### config.mk
export PLATFORM = sky130hd
export DESIGN_NAME = cnt161_seq_ctrl
export DESIGN_NICKNAME = d
export VERILOG_FILES = /design/src/rtl/cnt161_seq_ctrl.sv
export SDC_FILE = /design/constraint.sdc
export NUM_CORES = 1
export LEC_CHECK = 0
export CORE_MARGIN = 10
export CORE_UTILIZATION = 40
export DETAILED_ROUTE_END_ITERATION = 8
export HOLD_SLACK_MARGIN = 0.05
export SLEW_MARGIN = 20
export SYNTH_ARGS = -nofsm -noshare
export SYNTH_HDL_FRONTEND = slang
export SYNTH_SLANG_ARGS = --single-unit
### constraint.sdc
create_clock -name CP -period 5.6 [get_ports CP]
set_input_delay 1.12 -clock CP [delete_from_list [all_inputs] [get_ports CP]]
set_output_delay 1.12 -clock CP [all_outputs]
set_load 0.03 [all_outputs]
### src/rtl/cnt161_seq_ctrl.sv
// -----------------------------------------------------------------------------
// cnt161_seq_ctrl
//
// Synchronous sequencer for a 74LS161-style 4-bit counter datapath. Drives the
// counter's enable, parallel-load and clear controls from two push buttons.
// The counter reloads synchronously when Q reaches mod_top. This replaces the
// classic asynchronous NAND-feedback clear.
//
// Parameters:
//   DIV          CP cycles per count tick (>= 2)
//   SYNC_STAGES  button synchronizer depth (>= 2)
//
// Ports:
//   CP         in   system clock, shared with the counter datapath
//   CR         in   synchronous active-high reset
//   btn_start  in   async level; a rising edge toggles start/pause
//   btn_clr    in   async level; a rising edge clears
//   preset[3:0]  in   reload value, wired straight to counter D3..D0
//   mod_top[3:0] in   terminal value; Q == mod_top on a tick triggers reload
//   q[3:0]       in   counter Q3..Q0 feedback
//   cnt_en     out  CEP/CET, active-high
//   load_n     out  PE_n, active-low
//   clr_n      out  MR_n, active-low (synchronous clear on the counter)
//   tc_pulse   out  one CP cycle per reload
//   state[2:0] out  FSM state code
//
// Build option:
//   CNT161_SEQ_ONESHOT_EN  when defined, a reload in RUN stops in DONE
//                          instead of free-running.
// -----------------------------------------------------------------------------
module cnt161_seq_ctrl #(
  parameter int unsigned DIV         = 50000000,
  parameter int unsigned SYNC_STAGES = 2
) (
  input  logic       CP,
  input  logic       CR,
  input  logic       btn_start,
  input  logic       btn_clr,
  input  logic [3:0] preset,
  input  logic [3:0] mod_top,
  input  logic [3:0] q,
  output logic       cnt_en,
  output logic       load_n,
  output logic       clr_n,
  output logic       tc_pulse,
  output logic [2:0] state
);

  localparam int unsigned    PW        = $clog2(DIV);
  localparam logic [PW-1:0]  PRESC_MAX = PW'(DIV - 1);

  typedef enum logic [2:0] {
    ST_CLEAR = 3'd0,
    ST_IDLE  = 3'd1,
    ST_LOAD  = 3'd2,
    ST_RUN   = 3'd3,
    ST_PAUSE = 3'd4,
    ST_DONE  = 3'd5
  } state_e;

  state_e              state_q, state_d;
  logic [PW-1:0]       presc_q, presc_d;

  logic [SYNC_STAGES-1:0] start_sync_q, clr_sync_q;
  logic                   start_hist_q, clr_hist_q;
  logic                   start_pulse_q, clr_pulse_q;

  logic tick, at_top, reload;

  // preset goes directly to the counter's D inputs; the controller never
  // needs its value.
  logic unused_preset;
  assign unused_preset = ^preset;

  // ---------------------------------------------------------------------------
  // Button synchronizers and rising-edge detectors. The edge pulse is
  // registered, so the FSM reacts SYNC_STAGES+1 edges after the first
  // sampling edge.
  // ---------------------------------------------------------------------------
  always_ff @(posedge CP) begin
    if (CR) begin
      // NOTE: the synchronizer and history flops are reset too, otherwise a
      // stale '0' history could fake a rising edge right after reset.
      start_sync_q  <= '0;
      clr_sync_q    <= '0;
      start_hist_q  <= 1'b0;
      clr_hist_q    <= 1'b0;
      start_pulse_q <= 1'b0;
      clr_pulse_q   <= 1'b0;
    end else begin
      start_sync_q  <= {start_sync_q[SYNC_STAGES-2:0], btn_start};
      clr_sync_q    <= {clr_sync_q[SYNC_STAGES-2:0], btn_clr};
      start_hist_q  <= start_sync_q[SYNC_STAGES-1];
      clr_hist_q    <= clr_sync_q[SYNC_STAGES-1];
      start_pulse_q <= start_sync_q[SYNC_STAGES-1] & ~start_hist_q;
      clr_pulse_q   <= clr_sync_q[SYNC_STAGES-1] & ~clr_hist_q;
    end
  end

  // ---------------------------------------------------------------------------
  // Tick / reload decode. A clear pulse in the same cycle cancels both
  // count and reload, so the counter is left alone while clear takes over.
  // ---------------------------------------------------------------------------
  assign tick   = (state_q == ST_RUN) && (presc_q == PRESC_MAX);
  assign at_top = (q == mod_top);
  assign reload = tick && at_top && !clr_pulse_q;

  // ---------------------------------------------------------------------------
  // FSM: state register
  // ---------------------------------------------------------------------------
  always_ff @(posedge CP) begin
    // NOTE: sequential state uses non-blocking assignments so every flop
    // samples the pre-edge values, independent of block ordering.
    if (CR) state_q <= ST_CLEAR;
    else    state_q <= state_d;
  end

  // ---------------------------------------------------------------------------
  // FSM: next-state logic. Clear has priority over everything else.
  // ---------------------------------------------------------------------------
  always_comb begin
    // NOTE: default assignment first so no path leaves state_d unassigned,
    // which would infer a latch.
    state_d = state_q;
    if (clr_pulse_q) begin
      state_d = ST_CLEAR;
    end else begin
      unique case (state_q)
        ST_CLEAR: state_d = ST_IDLE;
        ST_IDLE:  if (start_pulse_q) state_d = ST_LOAD;
        ST_LOAD:  state_d = ST_RUN;
        ST_RUN: begin
`ifdef CNT161_SEQ_ONESHOT_EN
          if (reload)             state_d = ST_DONE;
          else if (start_pulse_q) state_d = ST_PAUSE;
`else
          if (start_pulse_q)      state_d = ST_PAUSE;
`endif
        end
        ST_PAUSE: if (start_pulse_q) state_d = ST_RUN;
`ifdef CNT161_SEQ_ONESHOT_EN
        ST_DONE:  if (start_pulse_q) state_d = ST_LOAD;
`endif
        default:  state_d = ST_CLEAR;
      endcase
    end
  end

  // ---------------------------------------------------------------------------
  // Prescaler: runs only in RUN, frozen in PAUSE (so resume keeps the phase),
  // zero everywhere else, which also clears it on LOAD -> RUN.
  // ---------------------------------------------------------------------------
  always_comb begin
    presc_d = '0;
    if (state_q == ST_RUN) begin
      presc_d = (presc_q == PRESC_MAX) ? '0 : presc_q + PW'(1);
    end else if (state_q == ST_PAUSE) begin
      presc_d = presc_q;
    end
  end

  always_ff @(posedge CP) begin
    if (CR) presc_q <= '0;
    else    presc_q <= presc_d;
  end

  // ---------------------------------------------------------------------------
  // FSM: output decode. cnt_en and a reload are mutually exclusive because
  // they require opposite values of at_top.
  // ---------------------------------------------------------------------------
  always_comb begin
    clr_n    = (state_q != ST_CLEAR);
    load_n   = !((state_q == ST_LOAD) || reload);
    cnt_en   = tick && !at_top && !clr_pulse_q;
    tc_pulse = reload;
    state    = state_q;
  end

endmodule

Yosys cells after proc, flatten, opt, wreduce, memory -nomap -nowiden

Index checks and enable logic that the tools add are counted.

Register bits after elaboration: 37
Input port bits: 16
Output and inout bits: 7
Logic and storage cells: 43

$add $sub $neg: 1
Equality and inequality tests: 10
Multiplexer cells: 7
Bitwise logic cells: 4
Reductions and logical operators: 13

Operators with widths:

| cell                    | count |
|---|---|
| $mux W26                | 3 |
| $add A26 B1 Y26 const B | 1 |
| $eq A26 B26 Y1 const B  | 1 |
| $pmux W3 S5             | 1 |
| $mux W3                 | 3 |
| $ne A2 B2 Y1 const B    | 4 |
| $eq A3 B2 Y1 const B    | 2 |
| $logic_and A1 B1 Y1     | 5 |
| $eq A4 B4 Y1            | 1 |
| $eq A3 B1 Y1 const B    | 1 |
| $eq A3 B3 Y1 const B    | 1 |
| $logic_not A1 Y1        | 3 |
| $logic_not A3 Y1        | 1 |
| $reduce_and A3 Y1       | 1 |
| $reduce_bool A3 Y1      | 1 |
| $and A1 B1 Y1           | 2 |
| $not A1 Y1              | 2 |
| $reduce_or A2 Y1        | 1 |
| $logic_or A1 B1 Y1      | 1 |

Logic depth before layout (Yosys ltp)

Depth after elaboration: 6
Depth in mapped cells: 8
Mapped depth without buffers: 6

Worst setup path before layout

Ideal clock, no wire load.

Kind: reg-to-output
From: register presc_q[0]
To: output cnt_en
Data arrival time: 1.911 ns
Required time: 4.480 ns
Path slack: 2.569 ns
Stages on the path, launching flop included: 7
Path buffers: 0
Path through: dfxtp_1 ha_1 nand3_1 nor2_1 nand4_1 or3_1 nor2b_1

Longest elaborated chain between the ends: 4

RTL lines:

| item                             | line | source |
|---|---|---|
| from (decl)                      | 62   | `logic [PW-1:0] presc_q, presc_d;` |
| from (signal assigned)           | 164  | `else presc_q <= presc_d;` |
| $eq A26 B26 Y1                   | 104  | `assign tick = (state_q == ST_RUN) && (presc_q == PRESC_MAX);` |
| $logic_and A1 B1 Y1              | 104  |  |
| $logic_and A1 B1 Y1 (2 in a row) | 174  | `cnt_en = tick && !at_top && !clr_pulse_q;` |
| to (decl)                        | 42   | `output logic cnt_en,` |

Every way passes these cells.

Final worst setup path

Same ends and word-level chain as after synthesis.

==> reports/summary.txt <==
Minimum clock period: 4.07 ns
Chip Width: 88.7 microns
Routed wire length: 4.41 mm
Root Driver: clkbuf_8
Critical path class: register to output port
Syn Area/Cell: 8.34 sq um
R2R Setup Slk: 3.14 ns
Syn Inst Count: 226
EDFF count, synth: 0
Critical path peak fanout: 7
Vias per cell: 5.67
Finished Layout Cells: 297
Hold-fix buffers, CTS: 0
Overflow left after global routing: 0
Final Hold Fails: 0
Starting Density: 0.424
Placed insts: 289
First-pass DRT Iterations: 4
CTS buffer count: 5
TritonCTS Sinks: 37
Worst Reg-to-Reg Cells: 6
Synth warn: 0
Die ar.: 0.00786 sq mm
Pwr dens: 222 mW/mm^2
Core area: 0.00444 sq mm
R2r endpoint: presc_q[16]
Post-layout util: 0.491
Crit. Startpoint: presc_q[0]
Mapped Area: 0.00189 sq mm
Ys flop type: dfxtp_1
# rows: 24
Outcome: completed
Synth cell count leaders: dfxtp_1, nand2_1, nand3_1
First-pass GRT wire length: 7.71 mm
Max-slew violation count: 0
Ranking of synthesized cells by area: dfxtp_1, nand3_1, nand2_1
Setup bufs post-CTS: 0
Unrepaired setup endpoints after global routing: false
Tightest Pin Transition: 0.903 ns
Nets: 261
Pre-CTS WS: 1.65 ns
#FFs+latches synth: 37
Most area-hungry cell type in the Yosys netlist: dfxtp_1
Maximum clock frequency: 0.246 GHz
Die height: 88.7 microns
Latest clock arrival within the worst-skew pair: 0.29 ns
Max cap viols: 0
Startpoint Class: register
Final WS setup: 1.53 ns
Share of cells above drive strength 1: 0.0694
Crit-path slowest cell: clkdlybuf4s50_1
Yosys cell types: 45
Area delta synth->final: 15.7%
Static Leak: 0.758 nW
Initial antenna violation count: 0
Fillcell total: 447
Final setup vio count: 0
Antenna diodes: 0
Overall Global Routing Usage: 0.122
WL per Instance: 14.8 microns
CP endpoint: cnt_en
Worst path required time: 4.48 ns
RR Startpoint: presc_q[0]
Yosys top cell area share: 0.393
CP Cell Sequence: ha_1 -> nand3_1 -> nor2_1 -> nand4_1 -> or3_1 -> nor2b_1 -> clkdlybuf4s50_1
CTS tree: built
Final GP Congestion: 0.810
Largest net degree at the start of global routing: 23
Worst-path clk slew: 0.08 ns
PortBufs: 18
Vias in the first global route: 1648
Worst hold path type: register to register
Clock Tree Buf Depth: 2
DR vias: 1684
Syn nets: 243
Post_cts resized: 0
H-tree Lvls: 2
Residual DRC: 0
Worst VDD drop: 0.000155 V
Clk_skew: 0.00600 ns
Part of the cycle the worst path needs: 0.727
Register area share after synthesis: 0.393
Worst Setup End Kind: output port
Ports: 23
Initial DRC count: 133
Routed Antenna Nets: 0
Count leader, synth: dfxtp_1
Max incr delay on CP: 0.69 ns
Detailed placement HPWL: 3.05 mm
Worst Path Arrival: 2.95 ns
Share of flip-flops with an asynchronous set or reset: 0
Total negative slack: 0 ns
Max-slew headroom: 0.398
-- metal layers --
layer / share of wire / GRT usage / wire length (microns) / up-vias
met5: 0 / 0 / 0 / -
met4: 0.0091 / 0.0264 / 40 / 0
met3: 0.024 / 0.0303 / 107 / 4
met2: 0.45 / 0.201 / 2000 / 16
met1: 0.51 / 0.155 / 2260 / 785
li1: - / - / - / 879
-- critical path, delay by kind of cell, from the launching register on --
family / cells / cell delay (ns)
buf+inv: 1 / 0.69
flops: 1 / 0.41
simple gates: 5 / 1.32
fa+ha+maj: 1 / 0.24
-- per-stage QoR --
| step | area (sq um) | hold WS (ns) | power, mW |
|---|---|---|---|
| floorplan | 1890 | 0.367 | 0.286 |
| global placement | 2090 | 0.371 | 0.299 |
| detailed placement | 2090 | 0.376 | 0.299 |
| CTS | 2180 | 0.388 | 0.492 |
| global route | 2180 | 0.392 | 0.502 |
| finish | 2180 | 0.384 | 0.485 |
-- flip-flops by register name, indices dropped and copies added, names as in the netlist --
signal and count:
clr_hist_q 1, clr_pulse_q 1, clr_sync_q 2, presc_q 26, start_hist_q 1, start_pulse_q 1, start_sync_q 2, state 3
-- how the worst min path moves through the flow --
stage	start	end	slack, ns	cells after the start
floorplan	clr_hist_q	clr_pulse_q	0.37	1
global placement	clr_hist_q	clr_pulse_q	0.37	1
detailed placement	start_hist_q	start_pulse_q	0.38	1
CTS	start_hist_q	start_pulse_q	0.39	1
global route	clr_hist_q	clr_pulse_q	0.39	1
finish	clr_hist_q	clr_pulse_q	0.38	1
-- cell type report --
cell class,count,area [sq um],share of cell area
tap,52,65.1,0.0298
clock buffer,5,68.8,0.0315
clock inverter,3,22.5,0.0103
multi-input combinational,178,1080,0.496
timing repair buffer,20,195,0.0894
sequential,37,741,0.339
inverter,2,7.51,0.00344
-- power by group --
group | leakage [nW] | internal (mW) | total, mW | switching [mW]
clock | 0.0364 | 0.0874 | 0.193 | 0.106
sequential | 0.299 | 0.266 | 0.268 | 0.00193
combinational | 0.422 | 0.0142 | 0.0247 | 0.0105
total | 0.758 | 0.367 | 0.485 | 0.118
-- logic make-up (layout without fill, tap and decap cells) --
| family | Yosys count | count (layout) | share of synthesized area |
|---|---|---|---|
| muxes | 2 | 2 | 0.0106 |
| xor gates and xnor gates | 9 | 9 | 0.0418 |
| adders and majority gates | 1 | 1 | 0.00663 |
| and+or+nand+nor | 121 | 121 | 0.356 |
| DFF | 37 | 37 | 0.393 |
| AOI/OAI and AO/OA | 45 | 45 | 0.157 |
| buffers and inverters | 11 | 30 | 0.0358 |
-- layout by cell type (no fill, tap or decap), drive strengths merged, types with 3 or more instances in the layout --
cell type,n
nor4,3
nor2,18
clkdlybuf4s50,18
xnor2,6
dfxtp,37
nand2b,3
nor2b,10
or3,4
xor2,3
clkbuf,5
or4,3
nand3,19
nand2,23
a21oi,7
nand4,11
and3,7
and4,3
a21o,7
nor3,7
a31oi,11
a22oi,3
o21ai,7
clkinvlp,3
No activity file was read; power rests on OpenSTA's default activity.
